**src/rtl/ascii_packer_pkg.sv**
```systemverilog
// ascii_packer_pkg
// Definitions shared by the packed-ASCII writer (ascii_packer) and the
// transformer read side:
//   - FSM state encoding (IDLE/HI/LO/DONE/CSUM)
//   - the default end-of-line character
//   - the checksum word tag
//   - the byte order of a packed word: first char in [15:8], second in [7:0]
// Helper functions build a packed word and update the running checksum
// and the saturating character count.
package ascii_packer_pkg;

   localparam logic [2:0] ST_IDLE = 3'd0;
   localparam logic [2:0] ST_HI   = 3'd1;
   localparam logic [2:0] ST_LO   = 3'd2;
   localparam logic [2:0] ST_DONE = 3'd3;
   localparam logic [2:0] ST_CSUM = 3'd4;

   localparam logic [7:0] TERM_CHAR_DEF = 8'h00;
   localparam logic [7:0] CSUM_TAG      = 8'hC5;
   localparam logic [7:0] PAD_BYTE      = 8'h00;

   // Byte lanes of a packed word
   localparam int WORD_HI_MSB = 15;
   localparam int WORD_HI_LSB = 8;
   localparam int WORD_LO_MSB = 7;
   localparam int WORD_LO_LSB = 0;

   function automatic logic [15:0] pack_word(input logic [7:0] hi, input logic [7:0] lo);
      logic [15:0] w;
      w = 16'h0000;
      w[WORD_HI_MSB:WORD_HI_LSB] = hi;
      w[WORD_LO_MSB:WORD_LO_LSB] = lo;
      return w;
   endfunction

   function automatic logic [7:0] csum_update(input logic [7:0] acc, input logic [7:0] c);
      return acc ^ c;
   endfunction

   function automatic logic [7:0] len_inc_sat(input logic [7:0] n);
      return (n == 8'hFF) ? n : n + 8'h01;
   endfunction

endpackage

```
**src/rtl/ascii_packer_if.sv**
```systemverilog
// ascii_packer_if
// Bundle of the packer's handshake, memory-write and line-report signals.
//   master : host/loader + memory side (drives line_start/char_in/char_valid)
//   slave  : the packer itself
// Signals:
//   line_start, char_in[7:0], char_valid, char_ready   character stream
//   mem_we, mem_addr[ADDR_W-1:0], mem_din[15:0]         memory write port
//   line_done, line_ptr[ADDR_W-1:0], line_len[7:0]      line report
//   full, checksum[7:0]                                 status
interface ascii_packer_if #(
   parameter int ADDR_W = 10
);
   logic              line_start;
   logic [7:0]        char_in;
   logic              char_valid;
   logic              char_ready;
   logic              mem_we;
   logic [ADDR_W-1:0] mem_addr;
   logic [15:0]       mem_din;
   logic              line_done;
   logic [ADDR_W-1:0] line_ptr;
   logic [7:0]        line_len;
   logic              full;
   logic [7:0]        checksum;

   modport master (
      output line_start, char_in, char_valid,
      input  char_ready, mem_we, mem_addr, mem_din,
      input  line_done, line_ptr, line_len, full, checksum
   );

   modport slave (
      input  line_start, char_in, char_valid,
      output char_ready, mem_we, mem_addr, mem_din,
      output line_done, line_ptr, line_len, full, checksum
   );
endinterface

```
**src/rtl/ascii_packer_wr.sv**
```systemverilog
// ascii_packer_wr
// Registered memory write stage of the packer: owns the write pointer,
// the sticky full flag and the mem_we/mem_addr/mem_din registers.
// Ports:
//   clk, rst_n                clock, async active-low reset
//   wr_req, wr_data[15:0]     write wr_data at the current pointer
//   rewind, rewind_addr       move the pointer back (abandoned line)
//   wp                        current write pointer
//   wr_last                   pointer sits on the last memory address
//   full                      last address has been written (sticky)
//   mem_we/mem_addr/mem_din   registered memory write port
module ascii_packer_wr #(
   parameter int                ADDR_W    = 10,
   parameter logic [ADDR_W-1:0] BASE_ADDR = {ADDR_W{1'b0}}
) (
   input  logic              clk,
   input  logic              rst_n,
   input  logic              wr_req,
   input  logic [15:0]       wr_data,
   input  logic              rewind,
   input  logic [ADDR_W-1:0] rewind_addr,
   output logic [ADDR_W-1:0] wp,
   output logic              wr_last,
   output logic              full,
   output logic              mem_we,
   output logic [ADDR_W-1:0] mem_addr,
   output logic [15:0]       mem_din
);

   localparam logic [ADDR_W-1:0] LAST_ADDR = {ADDR_W{1'b1}};
   localparam logic [ADDR_W-1:0] ADDR_ONE  = {{(ADDR_W-1){1'b0}}, 1'b1};

   logic [ADDR_W-1:0] wp_q, wp_d;
   logic              full_q, full_d;
   logic              mem_we_q, mem_we_d;
   logic [ADDR_W-1:0] mem_addr_q, mem_addr_d;
   logic [15:0]       mem_din_q, mem_din_d;

   // Next-state of the write port; the pointer never wraps: the write to
   // the last address raises full and leaves the pointer where it is.
   always_comb begin
      wp_d       = wp_q;
      full_d     = full_q;
      mem_we_d   = 1'b0;
      mem_addr_d = mem_addr_q;
      mem_din_d  = mem_din_q;
      if (rewind) begin
         wp_d = rewind_addr;
      end else if (wr_req && !full_q) begin
         mem_we_d   = 1'b1;
         mem_addr_d = wp_q;
         mem_din_d  = wr_data;
         if (wp_q == LAST_ADDR) begin
            full_d = 1'b1;
         end else begin
            wp_d = wp_q + ADDR_ONE;
         end
      end else begin
         wp_d = wp_q;
      end
   end

   // Write port registers
   always_ff @(posedge clk or negedge rst_n) begin
      if (!rst_n) begin
         wp_q       <= BASE_ADDR;
         full_q     <= 1'b0;
         mem_we_q   <= 1'b0;
         mem_addr_q <= BASE_ADDR;
         mem_din_q  <= 16'h0000;
      end else begin
         wp_q       <= wp_d;
         full_q     <= full_d;
         mem_we_q   <= mem_we_d;
         mem_addr_q <= mem_addr_d;
         mem_din_q  <= mem_din_d;
      end
   end

   assign wp       = wp_q;
   assign wr_last  = (wp_q == LAST_ADDR);
   assign full     = full_q;
   assign mem_we   = mem_we_q;
   assign mem_addr = mem_addr_q;
   assign mem_din  = mem_din_q;

endmodule

```
**src/rtl/ascii_packer.sv**
```systemverilog
// ascii_packer
// Packs a byte-serial ASCII stream two characters per 16-bit word and
// writes the words to the character memory at sequential addresses,
// reporting start pointer and length of each completed line.
// Ports:
//   clk, rst_n   clock, async active-low reset
//   bus (slave)  line_start/char_in/char_valid/char_ready stream,
//                mem_we/mem_addr/mem_din write port,
//                line_done/line_ptr/line_len report, full, checksum
// Build option: ASCII_PACKER_CHECKSUM_EN appends a {C5, xor} word after
// each line's terminator word and reports the xor on checksum.
module ascii_packer
   import ascii_packer_pkg::*;
#(
   parameter int                ADDR_W    = 10,
   parameter logic [7:0]        TERM_CHAR = TERM_CHAR_DEF,
   parameter logic [ADDR_W-1:0] BASE_ADDR = {ADDR_W{1'b0}}
) (
   input  logic         clk,
   input  logic         rst_n,
   ascii_packer_if.slave bus
);

`ifdef ASCII_PACKER_CHECKSUM_EN
   localparam logic [2:0] TAIL_STATE = ST_CSUM;
`else
   localparam logic [2:0] TAIL_STATE = ST_DONE;
`endif

   logic [2:0]        state_q, state_d;
   logic [7:0]        hi_byte_q, hi_byte_d;
   logic [ADDR_W-1:0] line_base_q, line_base_d;
   logic [7:0]        count_q, count_d;
   logic [7:0]        xor_q, xor_d;
   logic              line_done_q, line_done_d;
   logic [ADDR_W-1:0] line_ptr_q, line_ptr_d;
   logic [7:0]        line_len_q, line_len_d;
   logic [7:0]        checksum_q, checksum_d;

   logic              start_s;
   logic              char_ready_s;
   logic              accept_s;
   logic              is_term_s;
   logic              wr_req_s;
   logic [15:0]       wr_data_s;
   logic              rewind_s;
   logic [ADDR_W-1:0] wp_s;
   logic              wr_last_s;
   logic              full_s;

   assign start_s      = bus.line_start;
   assign char_ready_s = ((state_q == ST_HI) || (state_q == ST_LO)) && !full_s;
   // line_start wins over a character on the same cycle; the character is dropped
   assign accept_s     = bus.char_valid && char_ready_s && !start_s;
   assign is_term_s    = (bus.char_in == TERM_CHAR);

   // Line FSM; a write that lands on the last address ends the line without
   // a report because the memory is now full.
   always_comb begin
      state_d     = state_q;
      hi_byte_d   = hi_byte_q;
      line_base_d = line_base_q;
      count_d     = count_q;
      xor_d       = xor_q;
      line_done_d = 1'b0;
      line_ptr_d  = line_ptr_q;
      line_len_d  = line_len_q;
      checksum_d  = checksum_q;
      wr_req_s    = 1'b0;
      wr_data_s   = 16'h0000;
      rewind_s    = 1'b0;
      case (state_q)
         ST_IDLE: begin
            if (start_s) begin
               line_base_d = wp_s;
               count_d     = 8'h00;
               xor_d       = 8'h00;
               state_d     = ST_HI;
            end else begin
               state_d = ST_IDLE;
            end
         end
         ST_HI, ST_LO: begin
            if (start_s) begin
               // abandon: rewind to the line start and begin again
               rewind_s  = 1'b1;
               hi_byte_d = 8'h00;
               count_d   = 8'h00;
               xor_d     = 8'h00;
               state_d   = ST_HI;
            end else if (accept_s) begin
               if (state_q == ST_HI) begin
                  hi_byte_d = bus.char_in;
                  if (is_term_s) begin
                     wr_req_s  = 1'b1;
                     wr_data_s = pack_word(TERM_CHAR, PAD_BYTE);
                     state_d   = wr_last_s ? ST_IDLE : TAIL_STATE;
                  end else begin
                     count_d = len_inc_sat(count_q);
                     xor_d   = csum_update(xor_q, bus.char_in);
                     state_d = ST_LO;
                  end
               end else begin
                  wr_req_s  = 1'b1;
                  wr_data_s = pack_word(hi_byte_q, bus.char_in);
                  if (is_term_s) begin
                     state_d = wr_last_s ? ST_IDLE : TAIL_STATE;
                  end else begin
                     count_d = len_inc_sat(count_q);
                     xor_d   = csum_update(xor_q, bus.char_in);
                     state_d = wr_last_s ? ST_IDLE : ST_HI;
                  end
               end
            end else begin
               state_d = state_q;
            end
         end
`ifdef ASCII_PACKER_CHECKSUM_EN
         ST_CSUM: begin
            wr_req_s  = 1'b1;
            wr_data_s = pack_word(CSUM_TAG, xor_q);
            state_d   = wr_last_s ? ST_IDLE : ST_DONE;
         end
`endif
         ST_DONE: begin
            line_done_d = 1'b1;
            line_ptr_d  = line_base_q;
            line_len_d  = count_q;
`ifdef ASCII_PACKER_CHECKSUM_EN
            checksum_d  = xor_q;
`else
            checksum_d  = 8'h00;
`endif
            state_d     = ST_IDLE;
         end
         default: begin
            state_d = ST_IDLE;
         end
      endcase
   end

   // FSM and line-report registers
   always_ff @(posedge clk or negedge rst_n) begin
      if (!rst_n) begin
         state_q     <= ST_IDLE;
         hi_byte_q   <= 8'h00;
         line_base_q <= BASE_ADDR;
         count_q     <= 8'h00;
         xor_q       <= 8'h00;
         line_done_q <= 1'b0;
         line_ptr_q  <= BASE_ADDR;
         line_len_q  <= 8'h00;
         checksum_q  <= 8'h00;
      end else begin
         state_q     <= state_d;
         hi_byte_q   <= hi_byte_d;
         line_base_q <= line_base_d;
         count_q     <= count_d;
         xor_q       <= xor_d;
         line_done_q <= line_done_d;
         line_ptr_q  <= line_ptr_d;
         line_len_q  <= line_len_d;
         checksum_q  <= checksum_d;
      end
   end

   ascii_packer_wr #(
      .ADDR_W    (ADDR_W),
      .BASE_ADDR (BASE_ADDR)
   ) u_wr (
      .clk         (clk),
      .rst_n       (rst_n),
      .wr_req      (wr_req_s),
      .wr_data     (wr_data_s),
      .rewind      (rewind_s),
      .rewind_addr (line_base_q),
      .wp          (wp_s),
      .wr_last     (wr_last_s),
      .full        (full_s),
      .mem_we      (bus.mem_we),
      .mem_addr    (bus.mem_addr),
      .mem_din     (bus.mem_din)
   );

   assign bus.char_ready = char_ready_s;
   assign bus.full       = full_s;
   assign bus.line_done  = line_done_q;
   assign bus.line_ptr   = line_ptr_q;
   assign bus.line_len   = line_len_q;
   assign bus.checksum   = checksum_q;

endmodule

```
**src/flat_wrapper.sv**
```systemverilog
// flat-port wrapper written by rule: the top's interface ports become plain ports
module ascii_packer_flat import ascii_packer_pkg::*;
#(
   parameter int                ADDR_W    = 10,
   parameter logic [7:0]        TERM_CHAR = TERM_CHAR_DEF,
   parameter logic [ADDR_W-1:0] BASE_ADDR = {ADDR_W{1'b0}}
)
  (clk, rst_n, bus_line_start, bus_char_in, bus_char_valid, bus_char_ready, bus_mem_we, bus_mem_addr, bus_mem_din, bus_line_done, bus_line_ptr, bus_line_len, bus_full, bus_checksum);
  ascii_packer_if #(.ADDR_W(ADDR_W)) bus_i ();
  input  logic clk;
  input  logic rst_n;
  input wire logic [$bits(bus_i.line_start)-1:0] bus_line_start;
  input wire logic [$bits(bus_i.char_in)-1:0] bus_char_in;
  input wire logic [$bits(bus_i.char_valid)-1:0] bus_char_valid;
  output wire logic [$bits(bus_i.char_ready)-1:0] bus_char_ready;
  output wire logic [$bits(bus_i.mem_we)-1:0] bus_mem_we;
  output wire logic [$bits(bus_i.mem_addr)-1:0] bus_mem_addr;
  output wire logic [$bits(bus_i.mem_din)-1:0] bus_mem_din;
  output wire logic [$bits(bus_i.line_done)-1:0] bus_line_done;
  output wire logic [$bits(bus_i.line_ptr)-1:0] bus_line_ptr;
  output wire logic [$bits(bus_i.line_len)-1:0] bus_line_len;
  output wire logic [$bits(bus_i.full)-1:0] bus_full;
  output wire logic [$bits(bus_i.checksum)-1:0] bus_checksum;
  assign bus_i.line_start = bus_line_start;
  assign bus_i.char_in = bus_char_in;
  assign bus_i.char_valid = bus_char_valid;
  assign bus_char_ready = bus_i.char_ready;
  assign bus_mem_we = bus_i.mem_we;
  assign bus_mem_addr = bus_i.mem_addr;
  assign bus_mem_din = bus_i.mem_din;
  assign bus_line_done = bus_i.line_done;
  assign bus_line_ptr = bus_i.line_ptr;
  assign bus_line_len = bus_i.line_len;
  assign bus_full = bus_i.full;
  assign bus_checksum = bus_i.checksum;
  ascii_packer #(.ADDR_W(ADDR_W), .TERM_CHAR(TERM_CHAR), .BASE_ADDR(BASE_ADDR)) u_core (.clk(clk), .rst_n(rst_n), .bus(bus_i));
endmodule
```
**config.mk**
```make
export PLATFORM = sky130hd
export DESIGN_NAME = ascii_packer_flat
export DESIGN_NICKNAME = d
export VERILOG_FILES = /design/src/rtl/ascii_packer_pkg.sv /design/src/rtl/ascii_packer_if.sv /design/src/rtl/ascii_packer_wr.sv /design/src/rtl/ascii_packer.sv /design/src/flat_wrapper.sv
export SDC_FILE = /design/constraint.sdc
export NUM_CORES = 1
export LEC_CHECK = 0
export BUFFER_PORTS_ARGS = -buffer_cell sky130_fd_sc_hd__buf_2
export CAP_MARGIN = 0
export CORE_MARGIN = 1.5
export CORE_UTILIZATION = 40
export DETAILED_ROUTE_END_ITERATION = 6
export MAX_ROUTING_LAYER = met4
export SLEW_MARGIN = 0
export SYNTH_ARGS = -nofsm -noshare
export SYNTH_HDL_FRONTEND = slang
export SYNTH_SLANG_ARGS = --single-unit
```
**constraint.sdc**
```tcl
create_clock -name clk -period 1.76 [get_ports clk]
set_input_delay 0.352 -clock clk [delete_from_list [all_inputs] [get_ports clk]]
set_output_delay 0.352 -clock clk [all_outputs]
set_load 0.02 [all_outputs]
```
## Yosys cells after proc, flatten, opt, wreduce, memory -nomap -nowiden

Cells that the tools add are included.

| word-level totals | value |
|---|---|
| word-level logic and storage cells | 80 |
| input port bits | 12 |
| flip-flop bits (word level) | 86 |
| output and inout port bits | 56 |

| operators by class | value |
|---|---|
| multiplexer cells | 35 |
| $add $sub $neg | 2 |
| equality and inequality tests | 10 |
| bitwise logic cells | 1 |
| reductions and logical operators | 20 |

Operators by type and width:

| kind | number |
|---|---|
| 16-bit 2-to-1 mux | 4 |
| 8-bit 2-to-1 mux | 8 |
| 10-bit 2-to-1 mux | 3 |
| 8-bit one-hot mux with 2 select lines | 1 |
| 3-bit 2-to-1 mux | 5 |
| 1-bit 2-to-1 mux | 12 |
| 10-bit by 1-bit adder with 10-bit output, second input constant | 1 |
| 10-bit == test, second input constant | 1 |
| 8-bit by 1-bit adder with 8-bit output, second input constant | 1 |
| 8-bit == test, second input constant | 1 |
| 8-bit zero test | 1 |
| 2-bit nonzero test | 4 |
| 3-bit by 2-bit == test with 1-bit output, second input constant | 2 |
| 3-bit inequality test, second input constant | 2 |
| 3-bit one-hot mux with 2 select lines | 1 |
| 2-bit AND reduction | 3 |
| 3-bit AND reduction | 2 |
| 5-bit AND reduction | 1 |
| 1-bit logical AND | 4 |
| 3-bit by 1-bit == test with 1-bit output, second input constant | 1 |
| 3-bit zero test | 1 |
| 3-bit by 2-bit inequality test with 1-bit output, second input constant | 1 |
| 1-bit zero test | 2 |
| 2-bit 2-to-1 mux | 1 |
| 5 further kinds | 5 |

## Logic depth before layout (Yosys ltp)

Gate-level depths: netlist (run 1).

| logic depth | value |
|---|---|
| depth after elaboration | 11 |
| mapped depth | 8 |
| gate-level depth less buffers | 7 |

## Cells and area by module

A second synthesis (run 1) with hierarchy kept.

| unflattened totals | value |
|---|---|
| cell total of the unflattened synthesis | 330 |
| area, all modules | 3981.3 µm² |

By module, submodules not included:

| module | sequential area each (µm²) | cells each | times used | area each (µm²) |
|---|---|---|---|---|
| ascii_packer | 1176.1 | 202 | 1 | 2306.0 |
| ascii_packer_wr | 950.9 | 128 | 1 | 1675.4 |

## Worst setup path after synthesis (run 1)

OpenSTA, ideal clock, no wires.

| timing | value |
|---|---|
| path type | register -> register |
| from | register u_core.state_q[0] |
| to | register u_core.count_q[7] |
| path buffers | 1 |
| setup slack | -194 ps |
| data required time | 1677 ps |
| arrival | 1871 ps |
| period minus slack after synthesis | 1954 ps |
| setup time | 83 ps |
| stages on the path, launching flop included | 8 |
| cell sequence | dfrtp_1 -> inv_1 -> ha_1 -> nand4bb_1 -> buf_2 -> nor2_1 -> or4b_2 -> o21ai_0 |

| on the way | value |
|---|---|
| cells in the longest elaborated chain, start to end | 7 |
| elaborated cells on any way between the ends | 15 |
| classes of those cells | eq/ne: 6; mux: 1; reduce/logical: 8 |

RTL lines:

| item | RTL line | text |
|---|---|---|
| start: declaration | ascii_packer.sv:30 | `logic [2:0] state_q, state_d;` |
| start signal: assignment | ascii_packer.sv:155 | `state_q <= state_d;` |
| 3-bit by 1-bit == test with 1-bit output or 3-bit by 2-bit == test with 1-bit output (tied branches) | ascii_packer.sv:52, ascii_packer.sv:72, ascii_packer.sv:92 |  |
| 1-bit logical OR | ascii_packer.sv:52 | `assign char_ready_s = ((state_q == ST_HI) \|\| (state_q == ST_LO)) && !full_s;` |
| 1-bit logical AND | ascii_packer.sv:52 |  |
| 1-bit logical AND (2 in a row) | ascii_packer.sv:54 | `assign accept_s = bus.char_valid && char_ready_s && !start_s;` |
| 3-bit by 2-bit inequality test with 1-bit output (no source line) | n/a |  |
| 5-bit AND reduction (no source line) | n/a |  |
| end signal: assignment | ascii_packer.sv:158 | `count_q <= count_d;` |
| end: declaration | ascii_packer.sv:33 | `logic [7:0] count_q, count_d;` |

Parallel ways exist; a longest one is shown, timed or not.
A chain may end at the register's enable or synchronous reset.

## Worst setup path in the final report (run 1)

| timing | value |
|---|---|
| from | register u_core.state_q[1] |
| to | output port bus_char_ready |

| on the way | value |
|---|---|
| cells in the longest elaborated chain, start to end | 3 |
| elaborated cells on any way between the ends | 4 |
| classes of those cells | eq/ne: 2; reduce/logical: 2 |

RTL lines:

| item | RTL line | text |
|---|---|---|
| 3-bit by 1-bit == test with 1-bit output or 3-bit by 2-bit == test with 1-bit output (tied branches) | ascii_packer.sv:52 |  |
| 1-bit logical OR (*) | ascii_packer.sv:52 |  |
| 1-bit logical AND (*) | ascii_packer.sv:52 |  |
| end: declaration | flat_wrapper.sv:15 | `output wire logic [$bits(bus_i.char_ready)-1:0] bus_char_ready;` |

Every way passes the cells marked *; elsewhere a longest branch is shown, timed or not.

==> results of run 1 <==
[worst max-delay path: cells and delay by family, from the launching register on]
family | cells | cell delay [ps]
DFF | 1 | 370
adders and majority gates | 1 | 290
and+or+nand+nor | 1 | 130
buffers and inverters | 3 | 280
[area by class of cell]
| class | count | area, sq um | share of cell area, % |
|---|---|---|---|
| flip-flops and latches | 85 | 2130 | 41.7 |
| multi-input cells | 227 | 1780 | 35.0 |
| repair buffers | 113 | 783 | 15.3 |
| well taps | 133 | 166 | 3.26 |
| clock buffers | 11 | 131 | 2.57 |
| inverters | 26 | 97.6 | 1.91 |
| clock inverters | 3 | 15.0 | 0.294 |
[sequential cells by signal, summed over array words and instances (netlist names)]
register and cells:
u_core.line_base_q 10, u_core.u_wr.full 1, u_core.u_wr.mem_we 1, u_core.count_q 8, u_core.bus.line_ptr 10, u_core.bus.line_len 8
u_core.state_q 2, u_core.bus.line_done 1, u_core.u_wr.mem_din 16, u_core.u_wr.wp 10, u_core.hi_byte_q 8, u_core.u_wr.mem_addr 10
[stage by stage]
stage | cell area [sq um] | hold WS, ps | worst slack (ps) | util (%) | std cells
after floorplan | 4080 | 56.4 | -17.0 | - | 364
after global placement | 4810 | 424 | -234 | 49.4 | 579
after detailed placement | 4810 | 426 | -172 | 49.4 | 579
after CTS | 5000 | 43.0 | -21.7 | 51.4 | 595
after global routing | 5100 | 57.6 | -82.1 | 52.5 | 598
final | 5100 | 15.4 | -13.1 | 52.5 | 598
[Yosys cell counts, types with 3 or more instances]
cell	n	area (sq um)
ha_1	5	62.6
and2_1	3	18.8
nand2_1	14	52.6
o21ai_0	27	135
a22o_1	8	70.1
buf_4	8	60.1
a21oi_1	4	20.0
and4_1	4	35.0
nand4_1	23	144
dfrtp_1	85	2130
clkbuf_1	13	48.8
a31oi_1	9	56.3
and3_1	10	62.6
o211ai_1	3	22.5
mux2_4	9	135
mux2_2	27	304
inv_1	25	93.8
nand2b_1	4	25.0
nor4_1	4	25.0
buf_2	4	20.0
nor2_1	8	30.0
o22ai_1	3	18.8
a221o_1	4	40.0
nand3_1	11	55.1
[power groups by stage]
stage / Combinational, mW / Sequential, mW / Clock [mW]
after floorplan: 1.51 / 3.35 / 0
after global placement: 3.18 / 2.94 / 0
after detailed placement: 3.20 / 2.95 / 0
after CTS: 3.32 / 2.91 / 1.19
after global routing: 3.69 / 2.98 / 1.28
final: 3.39 / 2.90 / 1.15
[metal layers]
| layer | vias to the layer above | wire [um] | part of all wire (%) | global-route usage, % |
|---|---|---|---|---|
| met5 | - | 0 | 0 | - |
| met4 | 0 | 52 | 0.55 | 5.61 |
| met3 | 4 | 478 | 5.0 | 4.20 |
| met2 | 82 | 4220 | 44 | 26.6 |
| met1 | 1547 | 4780 | 50 | 29.5 |
| li1 | 1522 | - | - | - |
[path summary, 6_finish.rpt]
check	startpoint	end	depth (start not counted)
hold reg to reg	u_core.bus.line_ptr[1]$_DFFE_PN0P_	u_core.bus.line_ptr[1]$_DFFE_PN0P_	1
max in group asynchronous	rst_n	u_core.u_wr.mem_din[15]$_DFFE_PN0P_	2
setup / recovery	u_core.state_q[1]$_DFFE_PN0P_	bus_char_ready	5
hold / removal	rst_n	u_core.u_wr.mem_din[1]$_DFFE_PN0P_	2
min in group clk	bus_char_in[5]	u_core.hi_byte_q[5]$_DFFE_PN0P_	2
setup reg to reg	u_core.state_q[1]$_DFFE_PN0P_	u_core.u_wr.wp[7]$_DFFE_PN0P_	6
[kinds of logic (layout without fill, tap and decap cells)]
| kind of cell | count (synthesis) | after routing | share of synthesized area [%] |
|---|---|---|---|
| adder cells (fa/ha/maj) | 5 | 5 | 1.56 |
| AO/OA/AOI/OAI | 79 | 79 | 13.6 |
| other | 1 | 8 | 0.0935 |
| flip-flops | 85 | 85 | 53.0 |
| XOR/XNOR | 2 | 2 | 0.437 |
| multiplexers | 37 | 37 | 11.2 |
| AND/OR/NAND/NOR | 96 | 96 | 14.2 |
| buffers and inverters | 52 | 153 | 5.93 |
[timing repair]
| action | CTS | global route |
|---|---|---|
| setup endpoints to repair | 17 | 26 |
| hold buffers | 0 | 0 |
| buffers inserted | 2 | 3 |
| pin swaps | 1 | 7 |
| gates resized for setup | 9 | 16 |
==> impl_metrics.tcl, run 1 <==
set metrics [dict create \
    netlist_instances 357 \
    grt_start_max_net_pins 86 \
    ys_warn_count 0 \
    max-cap-violations 0 \
    synth_area_sq_um 4010 \
    antenna_found_initial 0 \
    via_per_inst 5.28 \
    fin_skew_ps 11.8 \
    cts.sinks 85 \
    area_growth_syn_to_layout_pct 27.3 \
    num_rows 36 \
    synth_seq_cells 85 \
    path_common_cell "buf_6" \
    clkSlewWorstSetupHoldPaths_ps 80 \
    startpoint_type "flop" \
    grt-ovfl-total 0 \
    grt_pass1_wl_um 15400 \
    layout_commonest_cell "dfrtp_1" \
    synth.distinct_cells 57 \
    hold_viol 0 \
    combPwrFrac_pct 45.6 \
    power.total_mw 7.44 \
    setup_viol 1 \
    async_reset_ff_share_pct 100 \
    endpoint_kind "output port" \
    tns_ps -13.1 \
    path_cells "inv_2 -> ha_4 -> buf_6 -> nor2b_4 -> buf_6" \
    fillers 888 \
    die_w_um 103 \
    ant_nets 0 \
    crit_slowest_cell "dfrtp_1" \
    power_frac_seq_pct 39.0 \
    dieHeight_um 103 \
    tritoncts "built" \
    synth-seq-area-share_pct 53.0 \
    status "finished, violations left" \
    drc 0 \
    grt_pass1_vias 3000 \
    die_area_sq_um 10600 \
    core_region_area_sq_um 9730 \
    clockBufferDepth 2 \
    max_stage_delay_ps 370 \
    p_leak_nw 2.46 \
    grt_use_total_pct 19.7 \
    power_density_nw_per_um2 1460 \
    max_freq_mhz 564 \
    first_iter_violations 149 \
    dr_total_vias 3155 \
    wirelength_um 9530 \
    root_buffer "clkbuf_8" \
    p_sw_share_pct 38.6 \
    synthFlopType "dfrtp_1" \
    layout_common_cells "85 x dfrtp_1, 57 x buf_2, 47 x buf_4" \
    r2r_setup_slack_ps 10 \
    layout_min_cycle_time_ps 1770 \
    drv_slew 0 \
    p_int_mw 4.57 \
    arrival_ps 1420 \
    grt_setup_unrepaired "true" \
    start_util_pct 41.2 \
    clk_latency_ps 350 \
    clockPowerShare_pct 15.4 \
    syn_area_per_cell_sq_um 11.2 \
    h-tree-depth 3 \
    place_hpwl_um 6510 \
    ios 68 \
    io_buffers 59 \
    gp_congestion 0.903 \
    layout_setup_ws_ps -13.1 \
    period_share_pct 101 \
    cp.required_ps 1410 \
    n_antenna_cell 0 \
    nets 479 \
    routedWlPerCell_um 15.9 \
    drive_above_1_share_pct 40.4 \
    numCtsBuffers 9 \
    synth_edf_count 0 \
    dr.pass1.iters 4 \
    peakVddDrop_mv 0.653 \
    power_switching_mw 2.88 \
    criticalPathCategory "reg -> out" \
    hold_path_class "in -> async" \
    violations "setup timing" \
    crit_path_max_fanout 6 \
]
(Power assumes the default switching activity.)
==> run 2: changes to the inputs <==
- ABC_AREA: not set -> 1
==> impl_metrics.tcl, run 2 <==
set metrics [dict create \
    n_antenna_cell 0 \
    numCtsBuffers 9 \
    clk_latency_ps 350 \
    layout_commonest_cell "nand2_1" \
    drive_above_1_share_pct 30.0 \
    grt_start_max_net_pins 40 \
    dr_total_vias 3217 \
    hold_path_class "in -> reg" \
    grt_pass1_wl_um 15100 \
    max_freq_mhz 579 \
    root_buffer "clkbuf_8" \
    antenna_found_initial 0 \
    final_cell_area_sq_um 4980 \
    crit_path_max_fanout 3 \
    yosysTopAreaCell "dfrtp_1" \
    synthFlopType "dfrtp_1" \
    peakVddDrop_mv 0.668 \
    tritoncts "built" \
    syn_area_per_cell_sq_um 9.09 \
    grt_setup_unrepaired "true" \
    synthTopCellsByArea "dfrtp_1 52%, nand2_1 11%, nand3_1 4.4%" \
    wirelength_um 8960 \
    start_util_pct 41.4 \
    period_share_pct 98.1 \
    synth_common_cells "117 x nand2_1, 85 x dfrtp_1, 45 x inv_1, 36 x nand3_1, 33 x nor2_1" \
    startpoint_type "flop" \
    power_density_nw_per_um2 1610 \
    grt_pass1_vias 3220 \
    grt-ovfl-total 0 \
    fin_hold_ws_ps 280 \
    cts.sinks 85 \
    area_growth_syn_to_layout_pct 22.6 \
    h-tree-depth 3 \
    drv_slew 0 \
    p_leak_nw 2.53 \
    clockBufferDepth 2 \
    criticalPathCategory "reg -> out" \
    ant_nets 0 \
    largest_register_ffs 16 \
    synth_seq_cells 85 \
    cp.required_ps 1410 \
    dr.pass1.iters 4 \
    layout_min_cycle_time_ps 1730 \
    post-place-cells 636 \
    synth-seq-area-share_pct 52.3 \
    fillers 968 \
    io_buffers 59 \
    place_hpwl_um 6200 \
    status "completed" \
    endpoint_kind "output port" \
    layout_common_cells "113 x nand2_1, 85 x dfrtp_1, 57 x buf_2" \
    layout.cells.non_filler 663 \
    ios 68 \
    clkSlewWorstSetupHoldPaths_ps 90 \
    netlist_instances 447 \
    synth.most_common_cell "nand2_1" \
    max-cap-violations 0 \
    hold_viol 0 \
    dieHeight_um 104 \
    routedWlPerCell_um 13.5 \
    nets 542 \
    die_w_um 104 \
    power.total_mw 8.02 \
    num_rows 36 \
    core_region_area_sq_um 9820 \
    place_area_sq_um 4520 \
    synth.distinct_cells 33 \
    yosys.area.top_type_share_pct 52.3 \
    fin_skew_ps 13.0 \
    async_reset_ff_share_pct 100 \
    setup_viol 0 \
    die_area_sq_um 10800 \
    grt_use_total_pct 17.6 \
    synth_edf_count 0 \
    first_iter_violations 140 \
    via_per_inst 4.85 \
    gp_congestion 0.886 \
    r2r_setup_slack_ps 50 \
    synth_area_sq_um 4070 \
    drc 0 \
    ys_warn_count 0 \
    arrival_ps 1370 \
]
[run 2: cell types whose count changed in the layout (fill, tap and decap cells not counted), moves of 9 or more]
cell | previous run | this run
nand2_1 | 13 | 113
buf_4 | 47 | 18
nor2_1 | 7 | 33
inv_1 | 23 | 43
nand4_1 | 23 | 4
nand3_1 | 10 | 28
mux2_2 | 27 | 10
a21oi_1 | 3 | 13
o31ai_2 | 0 | 10
mux2_4 | 9 | 0
o21ai_2 | 1 | 10
[run 2: cell type report]
cell class | count | area [sq um] | share of cell area [%]
clock buffers | 10 | 128 | 2.56
inverters | 48 | 185 | 3.71
clock inverters | 6 | 87.6 | 1.76
flip-flops and latches | 85 | 2130 | 42.7
multi-input cells | 298 | 1740 | 34.9
repair buffers | 83 | 553 | 11.1
well taps | 133 | 166 | 3.34
[run 2: report_power, final]
| group | internal [mW] | total (mW) | switching (mW) |
|---|---|---|---|
| registers | 2.48 | 2.77 | 0.293 |
| clock network | 0.801 | 1.51 | 0.709 |
| logic | 1.38 | 3.74 | 2.35 |
| total | 4.66 | 8.02 | 3.36 |
[run 2: path summary, 6_finish.rpt]
check | end | cells past startpoint | from
max | bus_char_ready | 5 | u_core.state_q[1]$_DFFE_PN0P_
min | u_core.u_wr.mem_din[6]$_DFFE_PN0P_ | 3 | bus_char_in[6]
max reg2reg | u_core.u_wr.wp[0]$_DFFE_PN0P_ | 10 | u_core.state_q[1]$_DFFE_PN0P_
min reg2reg | u_core.u_wr.mem_addr[7]$_DFFE_PN0P_ | 2 | u_core.u_wr.mem_addr[7]$_DFFE_PN0P_
max in group asynchronous | u_core.line_base_q[8]$_DFFE_PN0P_ | 3 | rst_n
min in group asynchronous | u_core.u_wr.mem_din[0]$_DFFE_PN0P_ | 2 | rst_n
[run 2: what timing repair did]
item	CTS	global route
resized for setup	4	23
setup buffers	0	8
pin swaps	0	11
setup endpoints to repair	27	52
hold buffers	1	0
hold endpoints to repair	23	0
cloned	0	2
[run 2: stage by stage]
stage	worst slack, ps	util [%]	TNS [ps]
final	33.7	50.8	0
after global routing	-30.4	50.8	-333
after CTS	-3.86	48.6	-3.86
after detailed placement	-49.0	46.1	-822
after global placement	2.92	46.1	0
after floorplan	17.5	-	0
[run 2: cells by family (layout without fill, tap and decap cells)]
| logic type | count (synthesis) | after routing | share of synthesized area [%] |
|---|---|---|---|
| simple gates | 202 | 203 | 22.2 |
| mux | 10 | 10 | 2.77 |
| xor+xnor | 1 | 1 | 0.215 |
| compound gates | 71 | 71 | 12.4 |
| other cells | 1 | 8 | 0.0922 |
| buf+inv | 72 | 147 | 8.49 |
| flops | 85 | 85 | 52.3 |
| fa+ha+maj | 5 | 5 | 1.54 |
[run 2: worst max-delay path, stage by stage, from the launching register on]
cell and delay (ps):
dfrtp_1 370, inv_2 60, ha_4 270, inv_4 40
nor2_4 150, buf_6 140
[run 2: layer usage]
layer / track usage, % / vias up / share of wire, %
li1: - / 1591 / -
met1: 22.6 / 1556 / 47
met2: 27.9 / 64 / 49
met3: 4.41 / 6 / 3.3
met4: 4.66 / 0 / 0.77
met5: - / - / 0
==> run 3: changes to the inputs <==
- ABC_AREA: 1 -> 0
- CORE_ASPECT_RATIO: not set -> 1.1
- SYNTH_HIERARCHICAL: not set -> 1
==> impl_metrics.tcl, run 3 <==
set metrics [dict create \
    max-cap-violations 0 \
    clockBufferDepth 2 \
    async_reset_ff_share_pct 100 \
    nets 468 \
    grt_pass1_wl_um 14800 \
    clk_latency_ps 360 \
    cp.required_ps 2010 \
    synthTopCellsByArea "dfrtp_1 53%, mux2_2 16%, and2_1 2.5%" \
    cp-startpoint "bus_char_in[6]" \
    via_per_inst 5.17 \
    synth_seq_cells 85 \
    hold_viol 0 \
    ios 68 \
    power_density_nw_per_um2 1260 \
    dr.pass1.iters 4 \
    grt_setup_unrepaired "true" \
    violations "setup timing" \
    grt_use_total_pct 18.3 \
    status "finished, violations left" \
    netlist_instances 330 \
    met1Wirelength_um 4390 \
    period_share_pct 118 \
    start_util_pct 40.6 \
    place_hpwl_um 6090 \
    synthFlopType "dfrtp_1" \
    syn_area_per_cell_sq_um 12.1 \
    dr_total_vias 2972 \
    yosysTopAreaCell "dfrtp_1" \
    reg2reg_from "u_core/state_q[1]$_DFFE_PN0P_" \
    reg2regPathDepth 8 \
    routedWlPerCell_um 16.3 \
    drive_above_1_share_pct 50.8 \
    layout_commonest_cell "dfrtp_1" \
    layout.cells.non_filler 575 \
    grt-ovfl-total 0 \
    layout_common_cells "85 x dfrtp_1, 55 x buf_2, 52 x buf_4" \
    grt_start_max_net_pins 86 \
    criticalPathCategory "in -> reg" \
    cts.sinks 85 \
    h-tree-depth 3 \
    gp_congestion 0.822 \
    place_ws_ps -780 \
    die_w_um 98.1 \
    wl_met3_um 348 \
    startpoint_type "input port" \
    crit_end "u_core/u_wr/wp[1]$_DFFE_PN0P_" \
    yosys.area.top_type_share_pct 53.4 \
    root_buffer "clkbuf_8" \
    dr.max_layer_used "met4" \
    dieHeight_um 108 \
    largest_register_ffs 16 \
    layout_setup_ws_ps -321 \
    area_growth_syn_to_layout_pct 35.6 \
    synth-seq-area-share_pct 53.4 \
    first_iter_violations 106 \
    max_freq_mhz 481 \
    core_region_area_sq_um 9790 \
    num_rows 38 \
    r2r_setup_slack_ps -290 \
    peakVddDrop_mv 0.544 \
    drc 0 \
    hold_path_class "in -> async" \
    endpoint_kind "flop" \
    hold_buffers 0 \
    ys_warn_count 6 \
    synth_common_cells "85 x dfrtp_1, 57 x mux2_2, 24 x nand2_1, 17 x o21ai_0, 16 x and2_1" \
    ant_nets 0 \
    synth_edf_count 0 \
    numCtsBuffers 9 \
    n_antenna_cell 0 \
    antenna_found_initial 0 \
    io_buffers 59 \
    arrival_ps 2330 \
    drv_slew 0 \
    p_leak_nw 2.70 \
    synth_area_sq_um 3980 \
    fin_skew_ps 9.86 \
    wirelength_um 9370 \
    post-place-cells 540 \
    worstReg2RegEnd "u_core/u_wr/wp[1]$_DFFE_PN0P_" \
    die_area_sq_um 10600 \
    crit_path_max_fanout 2 \
    setup_viol 46 \
    clkSlewWorstSetupHoldPaths_ps 80 \
    tritoncts "built" \
    grt_pass1_vias 3000 \
    dr_wl_met2_um 4450 \
    synth.distinct_cells 57 \
    layout_min_cycle_time_ps 2080 \
    synth.most_common_cell "dfrtp_1" \
]
## run 3: changes by cell type after synthesis, sizes merged, moves of 14 or more
cell | before | now
inv | 47 | 3
nand2 | 122 | 24
nor2 | 36 | 4
and2 | 0 | 17
o21ai | 33 | 19
nand3 | 37 | 7
mux2 | 10 | 58
o31ai | 16 | 2
## run 3: cells by family (layout without fill, tap and decap cells)
group | count (synthesis) | in the layout | share of synthesized area, %
AO/OA/AOI/OAI | 47 | 47 | 8.36
flip-flops | 85 | 85 | 53.4
XOR/XNOR | 2 | 2 | 0.440
adder cells (fa/ha/maj) | 5 | 5 | 1.57
buffers and inverters | 26 | 144 | 3.43
multiplexers | 62 | 62 | 17.5
AND/OR/NAND/NOR | 102 | 102 | 15.2
other | 1 | 8 | 0.0942
## run 3: timing repair
item | in CTS | in global routing
cloned | 1 | 2
pin swaps | 5 | 9
setup endpoints to repair | 42 | 44
setup buffers | 8 | 11
resized for setup | 27 | 37
## run 3: stage by stage
stage	total power [mW]	TNS [ps]	cell area, sq um	hold WS [ps]	util [%]
after CTS	6.45	-8380	5150	35.7	52.6
after global routing	7.24	-12160	5400	53.5	55.1
final	6.81	-9500	5400	6.18	55.1
after detailed placement	4.92	-24280	4770	430	48.7
after floorplan	4.00	-13960	4070	56.4	-
after global placement	4.86	-22730	4770	428	48.7
## run 3: area by class of cell
cell class                 instances  area (sq um)
multi-input combinational        226          1990
clock buffer                      11           141
fill                             854          4390
sequential                        85          2130
tap                              120           150
clock inverter                     4          25.0
timing repair buffer             126           957
inverter                           3          11.3
## run 3: worst min path at each step
stage | slack, ps | startpoint | end
finish | 6 | rst_n | u_core/u_wr/mem_din[1]$_DFFE_PN0P_
global placement | 430 | rst_n | u_core/u_wr/mem_addr[9]$_DFFE_PN0P_
CTS | 40 | rst_n | u_core/u_wr/wp[8]$_DFFE_PN0P_
detailed placement | 430 | rst_n | u_core/u_wr/mem_din[0]$_DFFE_PN0P_
floorplan | 60 | rst_n | u_core/bus.line_done$_DFF_PN0_
global route | 50 | rst_n | u_core/u_wr/mem_din[0]$_DFFE_PN0P_
## run 3: per-layer routing
metal  track usage (%)  vias to the layer above
met5                 -                        -
met4              8.98                        0
met3              2.53                       14
met2              27.9                       79
met1              24.2                     1462
li1                  -                     1417
## run 3: critical path: stages
cell and delay [ps]:
buf_6 90, or4_4 550, o21ai_2 170, nor3b_2 210, nand2b_1 170, a31oi_4 210
mux2_4 310, mux2_4 260
## run 3: power breakdown
| group | leakage (nW) | switching [mW] | total, mW | internal (mW) |
|---|---|---|---|---|
| Clock | 0.0812 | 0.671 | 1.21 | 0.539 |
| Combinational | 1.47 | 1.44 | 3.02 | 1.58 |
| Sequential | 1.15 | 0.243 | 2.58 | 2.34 |
| Total | 2.70 | 2.35 | 6.81 | 4.46 |
